### src/rtl/dmem_block_responder_pkg.sv
// rtl/dmem_block_responder_pkg.sv - shared widths, state/op encodings for the dmem block responder
package dmem_block_responder_pkg;

    localparam int DMEM_ADDR_W = 6;
    localparam int DMEM_DATA_W = 32;

    typedef enum logic [1:0] {
        ST_IDLE = 2'd0,
        ST_BUSY = 2'd1,
        ST_DONE = 2'd2
    } dmem_state_t;

    typedef enum logic {
        OP_READ  = 1'b0,
        OP_WRITE = 1'b1
    } dmem_op_t;

    // A simultaneous read+write request is treated as a write.
    function automatic dmem_op_t decode_op(input logic rd, input logic wr);
        return (wr || !rd) ? OP_WRITE : OP_READ;
    endfunction

endpackage

### src/rtl/dmem_block_responder_if.sv
// rtl/dmem_block_responder_if.sv - cache<->memory block bus with master/slave modports
interface dmem_block_responder_if
    import dmem_block_responder_pkg::*;
#(
    parameter int ADDR_W = DMEM_ADDR_W,
    parameter int DATA_W = DMEM_DATA_W
) ();

    logic              mem_read;
    logic              mem_write;
    logic [ADDR_W-1:0] mem_address;
    logic [DATA_W-1:0] mem_writedata;
    logic [DATA_W-1:0] mem_readdata;
    logic              mem_busywait;

    modport master (
        output mem_read, mem_write, mem_address, mem_writedata,
        input  mem_readdata, mem_busywait
    );

    modport slave (
        input  mem_read, mem_write, mem_address, mem_writedata,
        output mem_readdata, mem_busywait
    );

endinterface

### src/rtl/dmem_latency_counter.sv
// rtl/dmem_latency_counter.sv - load/decrement down-counter timing one memory access
module dmem_latency_counter #(
    parameter int LATENCY = 5
) (
    input  logic clock,
    input  logic reset,
    input  logic i_load,
    input  logic i_dec,
    output logic o_zero
);

    localparam int CNT_W = $clog2(LATENCY);
    // The accept cycle and the final BUSY cycle are not counted down.
    localparam logic [CNT_W-1:0] LOAD_VAL = CNT_W'(LATENCY - 2);

    logic [CNT_W-1:0] r_count;

    always_ff @(posedge clock) begin
        if (!reset) begin
            r_count <= '0;
        end else if (i_load) begin
            r_count <= LOAD_VAL;
        end else if (i_dec && (r_count != '0)) begin
            r_count <= r_count - CNT_W'(1);
        end
    end

    assign o_zero = (r_count == '0);

endmodule

### src/rtl/dmem_block_responder.sv
// rtl/dmem_block_responder.sv - block memory answering dcache reads/write-backs with fixed latency
module dmem_block_responder
    import dmem_block_responder_pkg::*;
#(
    parameter int ADDR_W  = DMEM_ADDR_W,
    parameter int DATA_W  = DMEM_DATA_W,
    parameter int LATENCY = 5
) (
    input  logic                  clock,
    input  logic                  reset,
    dmem_block_responder_if.slave mem
);

    localparam int DEPTH = 2 ** ADDR_W;

    dmem_state_t       r_state;
    dmem_op_t          r_op;
    logic [ADDR_W-1:0] r_addr;
    logic [DATA_W-1:0] r_wdata;
    logic [DATA_W-1:0] r_rdata;
    logic [DATA_W-1:0] r_mem [DEPTH];

    logic w_req;
    logic w_accept;
    logic w_cnt_zero;

    assign w_req    = mem.mem_read | mem.mem_write;
    assign w_accept = (r_state == ST_IDLE) && w_req;

    dmem_latency_counter #(
        .LATENCY (LATENCY)
    ) u_latency_counter (
        .clock  (clock),
        .reset  (reset),
        .i_load (w_accept),
        .i_dec  (r_state == ST_BUSY),
        .o_zero (w_cnt_zero)
    );

    // Busywait rises combinationally so the cache stalls in the request cycle itself.
    assign mem.mem_busywait = w_accept || (r_state == ST_BUSY);
    assign mem.mem_readdata = r_rdata;

    always_ff @(posedge clock) begin
        if (!reset) begin
            r_state <= ST_IDLE;
            r_op    <= OP_READ;
            r_addr  <= '0;
            r_wdata <= '0;
            r_rdata <= '0;
            for (int i = 0; i < DEPTH; i++) begin
                r_mem[i] <= '0;
            end
        end else begin
            case (r_state)
                ST_IDLE: begin
                    if (w_req) begin
                        r_op    <= decode_op(mem.mem_read, mem.mem_write);
                        r_addr  <= mem.mem_address;
                        r_wdata <= mem.mem_writedata;
                        r_state <= ST_BUSY;
                    end
                end
                ST_BUSY: begin
                    if (w_cnt_zero) begin
                        r_state <= ST_DONE;
                        if (r_op == OP_WRITE) begin
                            r_mem[r_addr] <= r_wdata;
                        end else begin
                            r_rdata <= r_mem[r_addr];
                        end
                    end
                end
                ST_DONE: begin
                    r_state <= ST_IDLE;
                end
                default: begin
                    r_state <= ST_IDLE;
                end
            endcase
        end
    end

endmodule

### src/flat_wrapper.sv
// flat-port wrapper written by rule: the top's interface ports become plain ports
module dmem_block_responder_flat import dmem_block_responder_pkg::*;
#(
    parameter int ADDR_W  = DMEM_ADDR_W,
    parameter int DATA_W  = DMEM_DATA_W,
    parameter int LATENCY = 5
)
  (clock, reset, mem_mem_read, mem_mem_write, mem_mem_address, mem_mem_writedata, mem_mem_readdata, mem_mem_busywait);
  dmem_block_responder_if #(.ADDR_W(ADDR_W), .DATA_W(DATA_W)) mem_i ();
  input  logic clock;
  input  logic reset;
  input wire logic [$bits(mem_i.mem_read)-1:0] mem_mem_read;
  input wire logic [$bits(mem_i.mem_write)-1:0] mem_mem_write;
  input wire logic [$bits(mem_i.mem_address)-1:0] mem_mem_address;
  input wire logic [$bits(mem_i.mem_writedata)-1:0] mem_mem_writedata;
  output wire logic [$bits(mem_i.mem_readdata)-1:0] mem_mem_readdata;
  output wire logic [$bits(mem_i.mem_busywait)-1:0] mem_mem_busywait;
  assign mem_i.mem_read = mem_mem_read;
  assign mem_i.mem_write = mem_mem_write;
  assign mem_i.mem_address = mem_mem_address;
  assign mem_i.mem_writedata = mem_mem_writedata;
  assign mem_mem_readdata = mem_i.mem_readdata;
  assign mem_mem_busywait = mem_i.mem_busywait;
  dmem_block_responder #(.ADDR_W(ADDR_W), .DATA_W(DATA_W), .LATENCY(LATENCY)) u_core (.clock(clock), .reset(reset), .mem(mem_i));
endmodule
### config.mk
export PLATFORM = sky130hd
export DESIGN_NAME = dmem_block_responder_flat
export DESIGN_NICKNAME = d
export VERILOG_FILES = /design/src/rtl/dmem_block_responder_pkg.sv /design/src/rtl/dmem_block_responder_if.sv /design/src/rtl/dmem_latency_counter.sv /design/src/rtl/dmem_block_responder.sv /design/src/flat_wrapper.sv
export SDC_FILE = /design/constraint.sdc
export NUM_CORES = 2
export LEC_CHECK = 0
export CAP_MARGIN = 20
export CORE_UTILIZATION = 60
export DETAILED_ROUTE_END_ITERATION = 12
export HOLD_SLACK_MARGIN = 0.15
export PLACE_DENSITY = 0.77
export SLEW_MARGIN = 20
export SYNTH_ARGS = -nofsm -noshare
export SYNTH_HDL_FRONTEND = slang
export SYNTH_SLANG_ARGS = --single-unit
### constraint.sdc
create_clock -name clock -period 10.9 [get_ports clock]
set_input_delay 1.09 -clock clock [delete_from_list [all_inputs] [get_ports clock]]
set_output_delay 1.09 -clock clock [all_outputs]
set_load 0.05 [all_outputs]
==> flow_summary.toml <==
[outcome]
status = "completed"

[floorplanning]
die_h_microns = 402.5
initial_core_util_pct = 60.62
core-area_sq_um = 158700
rows = 146
dieArea_sq_um = 162000
num_io_pins = 75
dieWidth_microns = 402.5

[timing]
hold_viol_final = 0
finalSetupTns_ps = 0
drv_slew = 0
max-slew-margin-rel_pct = 6.768
setup_slack_ps = 5621
maxClockFrequency_ghz = 0.1894
fin_crit_ps = 5279
rsz0062_at_grt = "false"
fin_crit_sh_pct = 48.43
finalSetupViolCount = 0
worstMarginPinSlew_ps = 1388
finClkSkew_ps = 42.68

[hold_path]
holdPathStages = 2
holdCritStartpoint = "u_core.r_wdata[24]"
hold_end = "u_core.r_wdata[24]"
hold_path_class = "reg -> reg"

[synth]
yosysSeqAreaShare_pct = 65.49
synth_seq_cells = 2124
synth.area.mux_share_pct = 6.993
synth_nets = 7108
yosys.area.top_type = "edfxtp_1"
syn_area_per_cell_sq_um = 13.62
yosysWarningCount = 0
synth_most_common_cell = "and2_1"
postSynthCellCount = 7064
synth_edf_count = 2048
synth-async-reset-ratio_pct = 0
synth_top_family_by_area = "simple AND/OR/NAND/NOR gates"
synth-simple-area-share_pct = 15.63
synth_compound_gate_area_share_pct = 8.440
synthAdderAreaFrac_pct = 0.02600
synthXorXnorAreaFrac_pct = 0.009102
synth_top_area_share_pct = 63.91
synth_area_leaders = "edfxtp_1 (64%), and2_1 (13%), mux4_2 (3.2%)"
yosysUniqueCellTypes = 79
synth_area_sq_um = 96230
ys.flop_type = "edfxtp_1"
synthTopCellsByCount = "and2_1 (2052), edfxtp_1 (2048), clkbuf_1 (549)"

[critical_path]
startpoint_type = "flop"
reg2regPathDepth = 9
cp.required_ps = 11660
endpoint_kind = "flop"
worst-r2r-setup-slack_ps = 5620
worstReg2RegEnd = "u_core.mem.mem_readdata[0]"
r2r_start = "u_core.r_addr[2]"
arrival_ps = 6040
crit_start = "u_core.r_addr[2]"
crit_type = "reg -> reg"
worst-path-max-fanout = 111

[global_routing]
antenna_found_initial = 39
track_usage_pct = 40.43
grt_max_degree = 112
grt_pass1_vias = 61490
grt_pass1_wl_microns = 460400
gr-total-overflow = 0

[pwr]
combPwrFrac_pct = 11.3
p_per_area_nw_per_um2 = 177.7
intPower_uw = 13940
p_sw_uw = 4980
leakage_uw = 0.03753
max-vdd-ir-drop_uv = 200.2
switching_share_pct = 26.32
power.share.clock_pct = 39.1
seq_power_share_pct = 49.6

[drt]
drcViolationCount = 0
first_pass_iters = 6
wirelength_microns = 330000
ant_nets = 0
vias = 64710
drt_iter0_markers = 12950
via_per_inst = 7.124
drt-wirelength-per-cell_microns = 36.33

[cells_and_area]
multi_input_area_sq_um = 31150
nNetsFinal = 6866
area_growth_syn_to_layout_pct = 10.65
drive_gt1_share_pct = 14.71
regArea_sq_um = 63080
nFillCells = 10640
fin_cells = 9084

[job]
maxCapViolCount = 0

[placed_design]
dp_slack_ps = 5709
portBuffers = 74
dp.cells = 8683
dp_hpwl_microns = 184300
gp_congestion = 1.010

[cts]
cts_tree = "built"
cts_root_buf = "clkbuf_16"
clkLatencyLatePin_ps = 880
clockBufferDepth = 3
ctsHtreeMaxLevel = 4
holdBufCountCts = 0
cts_buffers = 209
post_cts_buffers = 0
cts_sinks = 2124
cts_resized = 0
clk_pin_slew_worst_paths_ps = 60
## placed cells by master (no fill, tap or decap), types with 23 or more instances in the layout
| cell | synthesis | routed |
|---|---|---|
| a22oi_1 | 170 | 170 |
| clkinv_2 | 0 | 37 |
| and2_1 | 2052 | 2049 |
| clkbuf_1 | 549 | 55 |
| clkinv_1 | 1 | 40 |
| a21boi_0 | 41 | 41 |
| a221oi_1 | 234 | 234 |
| a221o_1 | 32 | 32 |
| bufinv_16 | 0 | 24 |
| mux2i_1 | 184 | 184 |
| nor2_1 | 202 | 136 |
| nor2_4 | 0 | 47 |
| edfxtp_1 | 2048 | 2048 |
| a21oi_1 | 151 | 150 |
| dfxtp_1 | 76 | 41 |
| a31oi_1 | 35 | 35 |
| a211oi_1 | 23 | 23 |
| buf_4 | 48 | 210 |
| nand2_1 | 197 | 195 |
| mux4_2 | 136 | 136 |
| clkdlybuf4s50_1 | 0 | 73 |
| o21ai_0 | 205 | 136 |
| dfxtp_2 | 0 | 30 |
| mux2_2 | 162 | 162 |
| o22ai_1 | 77 | 77 |
| o21ai_4 | 0 | 65 |
| clkbuf_16 | 0 | 211 |
| a22o_1 | 41 | 41 |
## cell families after synthesis
kind of cell             Yosys count
multiplexers                     482
AND/OR/NAND/NOR                 2556
flip-flops                      2124
XOR/XNOR                           1
adder cells (fa/ha/maj)            2
AO/OA/AOI/OAI                   1140
buffers and inverters            759
## final cells by class
| cell class | count | area share, % |
|---|---|---|
| clock buffer | 273 | 5.243 |
| timing repair buffer | 301 | 2.531 |
| antenna | 9 | 0.02115 |
| tap | 2072 | 2.435 |
| sequential | 2124 | 59.24 |
| inverter | 5 | 0.02703 |
| multi-input combinational | 4181 | 29.25 |
| clock inverter | 119 | 1.251 |
## how the worst max path moves through the flow
stage | slack [ps] | cells past startpoint | to
after CTS | 5950 | 10 | u_core.mem.mem_readdata[14]
after global placement | 5480 | 9 | u_core.mem.mem_readdata[16]
after detailed placement | 5710 | 5 | u_core.r_mem[58][4]
final | 5620 | 9 | u_core.mem.mem_readdata[0]
after floorplan | 6340 | 5 | u_core.r_mem[0][0]
after global routing | 5830 | 9 | u_core.mem.mem_readdata[0]
## per-stage QoR
stage                     hold slack [ps]  util [%]  area [sq um]  power, uW
after global placement              449.9     62.50         99220      11490
after floorplan                     513.5         -         96230      10580
after global routing                493.5     67.06        106500      19180
after detailed placement            461.4     62.70         99530      11540
final                               466.6     67.08        106500      18920
after CTS                           470.3     67.05        106400      18740
## power groups by stage
stage / Clock, uW / Sequential, uW / Combinational (uW)
5_1_grt: 7660 / 9400 / 2120
3_5_place_dp: 0 / 9540 / 2000
4_1_cts: 7360 / 9370 / 2010
3_3_place_gp: 0 / 9520 / 1960
2_1_floorplan: 0 / 9500 / 1080
6_report: 7400 / 9380 / 2140
## sequential cells by signal, summed over array words and instances (netlist names)
register,count
u_core.mem.mem_readdata,32
u_core.r_mem,2048
u_core.r_addr,6
u_core.r_state,2
u_core.r_wdata,32
u_core.r_op,1
u_core.u_latency_counter.r_count,3
## per-layer routing
metal | track usage, % | vias up | part of all wire (%)
li1 | - | 25440 | -
met1 | 51.70 | 31740 | 33
met5 | 0 | - | 0.083
met2 | 56.34 | 6128 | 41
met4 | 26.98 | 42 | 8.2
met3 | 16.89 | 1365 | 18
## worst max-delay path, stage by stage, from the launching register on
cell and delay (ps):
dfxtp_4 640, buf_12 530, buf_4 790, nor2_4 130, buf_4 360, a221oi_1 450
nor3_1 80, nor3_1 1120, nor4bb_1 550, a21oi_1 130
Power figures use the tool's default switching activity.
